## src/rtl/kevin_pkg.sv

```systemverilog
// Shared constants and result record for the Kevin-number stream classifier.
// Latency: n/a (declarations only).
// Backpressure: n/a (declarations only).
package kevin_pkg;

  // Default membership set {1,5,6,7,9,10,12,14} for 4-bit symbols
  localparam logic [15:0] KEVIN_MASK_DEFAULT    = 16'h56E2;
  localparam int          KEVIN_RUN_LEN_DEFAULT = 3;

  // One classified result as held in the output register
  typedef struct packed {
    logic hit;
    logic run;
  } kevin_res_t;

endpackage

```

## src/rtl/kevin_stream_if.sv

```systemverilog
// Handshake bundle between a symbol source, kevin_stream and a result sink.
// Latency: n/a (wires only).
// Backpressure: out_ready from the sink gates in_ready towards the source.
interface kevin_stream_if #(
  parameter int WIDTH = 4
);

  logic             in_valid;
  logic             in_ready;
  logic [WIDTH-1:0] in_data;
  logic             out_valid;
  logic             out_ready;
  logic             out_hit;
  logic             out_run;

  // Source/sink side (testbench or surrounding logic)
  modport master (
    output in_valid, in_data, out_ready,
    input  in_ready, out_valid, out_hit, out_run
  );

  // Classifier side
  modport slave (
    input  in_valid, in_data, out_ready,
    output in_ready, out_valid, out_hit, out_run
  );

endinterface

```

## src/rtl/kevin_run_ctr.sv

```systemverilog
// Tracks consecutive accepted hits and raises the run alarm at RUN_LEN.
// Latency: run flag is registered, valid the cycle after the accept.
// Backpressure: none; only advances on accept, holds otherwise.
module kevin_run_ctr #(
  parameter int RUN_LEN = 3
) (
  input  logic clk,
  input  logic rst,
  input  logic accept,
  input  logic hit,
  output logic run
);

  localparam int CW = $clog2(RUN_LEN + 1);
  localparam logic [CW-1:0] RUN_MAX = CW'(RUN_LEN);

  logic [CW-1:0] cnt_q;
  logic [CW-1:0] cnt_nxt;

  // Next run length: saturating increment on hit, restart on miss
  always_comb begin
    cnt_nxt = cnt_q;
    if (hit) begin
      if (cnt_q != RUN_MAX) begin
        cnt_nxt = cnt_q + 1'b1;
      end
    end else begin
      cnt_nxt = '0;
    end
  end

  // Commit run length and alarm only when a symbol is accepted
  always_ff @(posedge clk) begin
    if (rst) begin
      cnt_q <= '0;
      run   <= 1'b0;
    end else if (accept) begin
      cnt_q <= cnt_nxt;
      run   <= (cnt_nxt == RUN_MAX);
    end
  end

endmodule

```

## src/rtl/kevin_stream.sv

```systemverilog
// Classifies each accepted symbol against MASK and flags runs of hits.
// Latency: one cycle from accept to result; optional hit_count (KEVIN_HIT_CNT_EN).
// Backpressure: single result register, in_ready = !out_valid || out_ready.
module kevin_stream
  import kevin_pkg::*;
#(
  parameter int                   WIDTH   = 4,
  parameter logic [(1<<WIDTH)-1:0] MASK   = KEVIN_MASK_DEFAULT,
  parameter int                   RUN_LEN = KEVIN_RUN_LEN_DEFAULT,
  parameter int                   CNT_W   = 8
) (
  input  logic               clk,
  input  logic               rst,
  kevin_stream_if.slave      s
`ifdef KEVIN_HIT_CNT_EN
  ,
  output logic [CNT_W-1:0]   hit_count
`endif
);

  logic       accept;
  logic       lookup_hit;
  logic       out_valid_q;
  logic       hit_q;
  logic       run_flag;
  kevin_res_t res;

  // Reset blocks acceptance even though in_ready may read high
  assign s.in_ready = !out_valid_q || s.out_ready;
  assign accept     = s.in_valid && s.in_ready && !rst;

  // Membership is a plain table lookup; in_data only matters under accept
  assign lookup_hit = MASK[s.in_data];

  // Result register: load on accept, drop once consumed with nothing new
  always_ff @(posedge clk) begin
    if (rst) begin
      out_valid_q <= 1'b0;
      hit_q       <= 1'b0;
    end else if (accept) begin
      out_valid_q <= 1'b1;
      hit_q       <= lookup_hit;
    end else if (s.out_ready) begin
      out_valid_q <= 1'b0;
    end
  end

  kevin_run_ctr #(
    .RUN_LEN (RUN_LEN)
  ) u_run_ctr (
    .clk    (clk),
    .rst    (rst),
    .accept (accept),
    .hit    (lookup_hit),
    .run    (run_flag)
  );

  assign res         = '{hit: hit_q, run: run_flag};
  assign s.out_valid = out_valid_q;
  assign s.out_hit   = res.hit;
  assign s.out_run   = res.run;

`ifdef KEVIN_HIT_CNT_EN
  // Saturating count of every accepted hit since reset
  always_ff @(posedge clk) begin
    if (rst) begin
      hit_count <= '0;
    end else if (accept && lookup_hit && (hit_count != {CNT_W{1'b1}})) begin
      hit_count <= hit_count + 1'b1;
    end
  end
`endif

endmodule

```

## src/flat_wrapper.sv

```systemverilog
// flat-port wrapper written by rule: the top's interface ports become plain ports
module kevin_stream_flat import kevin_pkg::*;
#(
  parameter int                   WIDTH   = 4,
  parameter logic [(1<<WIDTH)-1:0] MASK   = KEVIN_MASK_DEFAULT,
  parameter int                   RUN_LEN = KEVIN_RUN_LEN_DEFAULT,
  parameter int                   CNT_W   = 8
)
  (clk, rst, s_in_valid, s_in_data, s_out_ready, s_in_ready, s_out_valid, s_out_hit, s_out_run);
  kevin_stream_if #(.WIDTH(WIDTH)) s_i ();
  input  logic clk;
  input  logic rst;
  input wire logic [$bits(s_i.in_valid)-1:0] s_in_valid;
  input wire logic [$bits(s_i.in_data)-1:0] s_in_data;
  input wire logic [$bits(s_i.out_ready)-1:0] s_out_ready;
  output wire logic [$bits(s_i.in_ready)-1:0] s_in_ready;
  output wire logic [$bits(s_i.out_valid)-1:0] s_out_valid;
  output wire logic [$bits(s_i.out_hit)-1:0] s_out_hit;
  output wire logic [$bits(s_i.out_run)-1:0] s_out_run;
  assign s_i.in_valid = s_in_valid;
  assign s_i.in_data = s_in_data;
  assign s_i.out_ready = s_out_ready;
  assign s_in_ready = s_i.in_ready;
  assign s_out_valid = s_i.out_valid;
  assign s_out_hit = s_i.out_hit;
  assign s_out_run = s_i.out_run;
  kevin_stream #(.WIDTH(WIDTH), .MASK(MASK), .RUN_LEN(RUN_LEN), .CNT_W(CNT_W)) u_core (.clk(clk), .rst(rst), .s(s_i));
endmodule
```

## config.mk

```make
export PLATFORM = sky130hd
export DESIGN_NAME = kevin_stream_flat
export DESIGN_NICKNAME = d
export VERILOG_FILES = /design/src/rtl/kevin_pkg.sv /design/src/rtl/kevin_stream_if.sv /design/src/rtl/kevin_run_ctr.sv /design/src/rtl/kevin_stream.sv /design/src/flat_wrapper.sv
export SDC_FILE = /design/constraint.sdc
export NUM_CORES = 1
export LEC_CHECK = 0
export CORE_AREA = 5 5 42 44
export DETAILED_ROUTE_END_ITERATION = 6
export DIE_AREA = 0 0 47 49
export PLACE_DENSITY = 0.5
export SYNTH_ARGS = -nofsm -noshare
export SYNTH_HDL_FRONTEND = slang
export SYNTH_SLANG_ARGS = --single-unit
```

## constraint.sdc

```tcl
create_clock -name clk -period 2.85 [get_ports clk]
set_input_delay 0.57 -clock clk [delete_from_list [all_inputs] [get_ports clk]]
set_output_delay 0.57 -clock clk [all_outputs]
set_load 0.01 [all_outputs]
```

==> flow_summary_export.csv <==
group,metric,value,unit
clocking,cts_hold_buf,0,
place,post-place-cells,57,
place,hpwl,511.4,um
cells_and_area,drive_gt1_share,11.11,%
cells_and_area,n_fill_cell,164,
synthesis,synth_area,285.3,um^2
pwr,p_leak,0.0001562,uW
synthesis,synth_area_leaders,"dfxtp_1 35%, nand2b_1 6.6%, nor2b_1 6.6%, a311oi_1 6.1%, nand4b_1 6.1%",
detailed_routing,drtPass1Iterations,4,
place,dpl_cell_area,404.1,um^2
status,status,"finished, final reports clean",
synthesis,synth_top_area_share,35.09,%
timing,max_freq,437.2,MHz
synthesis,synth.largest_area_cell,"dfxtp_1",
clocking,ctsLongestPathBuffers,2,
detailed_routing,vias_per_cell,4.557,
worst_setup_path,critPathLaunchType,"input port",
grt,overflow,0,
detailed_routing,drtIter0Drc,4,
detailed_routing,wl_per_cell,10.10,um
floorplan,core_area,1401,um^2
pwr,p_per_area,455.9,nW/um^2
grt,grt.total_usage,6.695,%
place,place_congestion,0.6328,
worst_setup_path,critical_path_class,"in2out",
cells_and_area,insertedDiodeCount,0,
grt,grt_pass1_vias,304,
grt,grt_max_degree,8,
synthesis,yosysSeqAreaShare,35.09,%
worst_setup_path,worstPathRequired,2.28,ns
cells_and_area,mostFrequentLayoutCell,"clkdlybuf4s50_1",
clocking,cts_setup_buffers,0,
synthesis,yosys_warnings,0,
grt,grt_pass1_wl,1138,um
pwr,p_total,196.2,uW
detailed_routing,drc_errors,0,
clocking,cts_resized,0,
clocking,ctsHtreeMaxLevel,1,
cells_and_area,finish.utilization,30.71,%
timing,fin_crit,2.287,ns
worst_setup_path,worstPathArrival,1.72,ns
detailed_routing,routed-via-count,278,
timing,maxSlewHeadroom,78.19,%
synthesis,synth_cell_type_count,17,
timing,final.setup.tns,0,ns
cells_and_area,final_cell_mix,"11 x clkdlybuf4s50_1, 5 x dfxtp_1, 3 x nor2b_1, 3 x nand2b_1, 3 x clkbuf_4",
floorplan,num_rows,14,
synthesis,synth_cells,31,
floorplan,die_height,49,um
clocking,cts_tree,"yes",
clocking,clk_pin_slew,0.04,ns
pwr,max-vdd-ir-drop,130.5,uV
worst_setup_path,end_kind,"output pin",
floorplan,die_x,47,um
cells_and_area,syn_to_final_growth,50.88,%
timing,maxSlewViolCount,0,
timing,finalClockSkew,0.0006681,ns
synthesis,synth.avg_cell_area,9.202,um^2
clocking,cts-root-buf,"clkbuf_4",
floorplan,initial_core_util,20.36,%
timing,grt_setup_unrepaired,"false",
synthesis,synth_seq_cells,5,
detailed_routing,drt-total-wl,616,um
cells_and_area,instances_no_fill,61,
floorplan,die-area,2303,um^2
synthesis,syn_nets,39,
clocking,clk_latency,0.24,ns
timing,hold_viol,0,
worst_setup_path,crit_fanout,7,
flow_run,maxCapViolations,0,
detailed_routing,drt.antenna.violating_nets,0,
clocking,cts_inserted_buffers,3,
timing,tightest_slew,0.3252,ns
place,io_buffers,11,
cells_and_area,nNetsFinal,54,
min_path,hp-class,"reg2reg",
cells_and_area,final_area,430.4,um^2
grt,antenna_found_initial,0,
clocking,numClockSinks,5,
timing,period_share,80.26,%
timing,setup_viol,0,
floorplan,ioPinCount,12,
## area by class of cell
type / instances / area, um^2 / share of cell area [%]
sequential: 5 / 100.1 / 23.26
multi-input combinational: 23 / 166.4 / 38.66
inverter: 2 / 7.507 / 1.744
timing repair buffer: 11 / 110.1 / 25.58
clock buffer: 4 / 26.28 / 6.105
tap: 16 / 20.02 / 4.651
## synthesized netlist by cell type
| cell | number |
|---|---|
| o21ai_0 | 2 |
| nand4b_1 | 2 |
| or3_1 | 1 |
| a21oi_1 | 2 |
| a31oi_1 | 1 |
| nand2b_1 | 3 |
| and2_4 | 1 |
| a211oi_1 | 1 |
| nand2_1 | 1 |
| a311oi_1 | 2 |
| buf_6 | 1 |
| o32ai_1 | 2 |
| nor2b_1 | 3 |
| nand2b_4 | 1 |
| dfxtp_1 | 5 |
| inv_1 | 2 |
| mux2i_1 | 1 |
## path summary, 6_finish.rpt
| kind | start | to | slack [ns] | cells after the start |
|---|---|---|---|---|
| max | s_out_ready | s_in_ready | 0.56 | 3 |
| min | u_core.u_run_ctr.run | u_core.u_run_ctr.run | 0.49 | 2 |
| max reg2reg | u_core.s.out_valid | u_core.s.out_hit | 1.87 | 3 |
| min reg2reg | u_core.u_run_ctr.run | u_core.u_run_ctr.run | 0.49 | 2 |
## metal layers
layer	track usage (%)	wire length [um]	share of wire (%)	vias to the layer above
li1	-	-	-	147
met1	8.150	279	45	122
met2	9.729	296	48	9
met3	1.107	40	6.5	0
met4	5.530	0	0	0
met5	0	0	0	-
## kinds of logic (layout without fill, tap and decap cells)
logic type	after synthesis	after routing	share of synthesized area [%]
compound gates	10	10	24.13
mux	1	1	3.509
buf+inv	3	17	6.580
flops	5	5	35.09
simple gates	12	12	30.70
## per-stage QoR
stage | hold slack (ns) | setup slack, ns
floorplan | 0.4751 | 1.469
global placement | 0.4861 | 0.5639
detailed placement | 0.4890 | 0.5599
CTS | 0.4988 | 0.5537
global route | 0.5265 | 0.5359
finish | 0.4924 | 0.5625
## worst max-delay path: stages
cell and delay (ns):
clkdlybuf4s50_1 0.46, nand2b_4 0.15, clkdlybuf4s50_1 0.54
## registers in the layout, indices dropped and copies added, names as in the netlist
| register | cells |
|---|---|
| u_core.s.out_hit | 1 |
| u_core.s.out_valid | 1 |
| u_core.u_run_ctr.cnt_q | 2 |
| u_core.u_run_ctr.run | 1 |
## power breakdown
part | internal, uW | switching (uW) | total (uW)
clock | 52.9 | 28.1 | 81.0
combinational | 22.8 | 15.6 | 38.3
sequential | 74.2 | 2.75 | 76.9
total | 150 | 46.4 | 196
(Power assumes the default switching activity.)
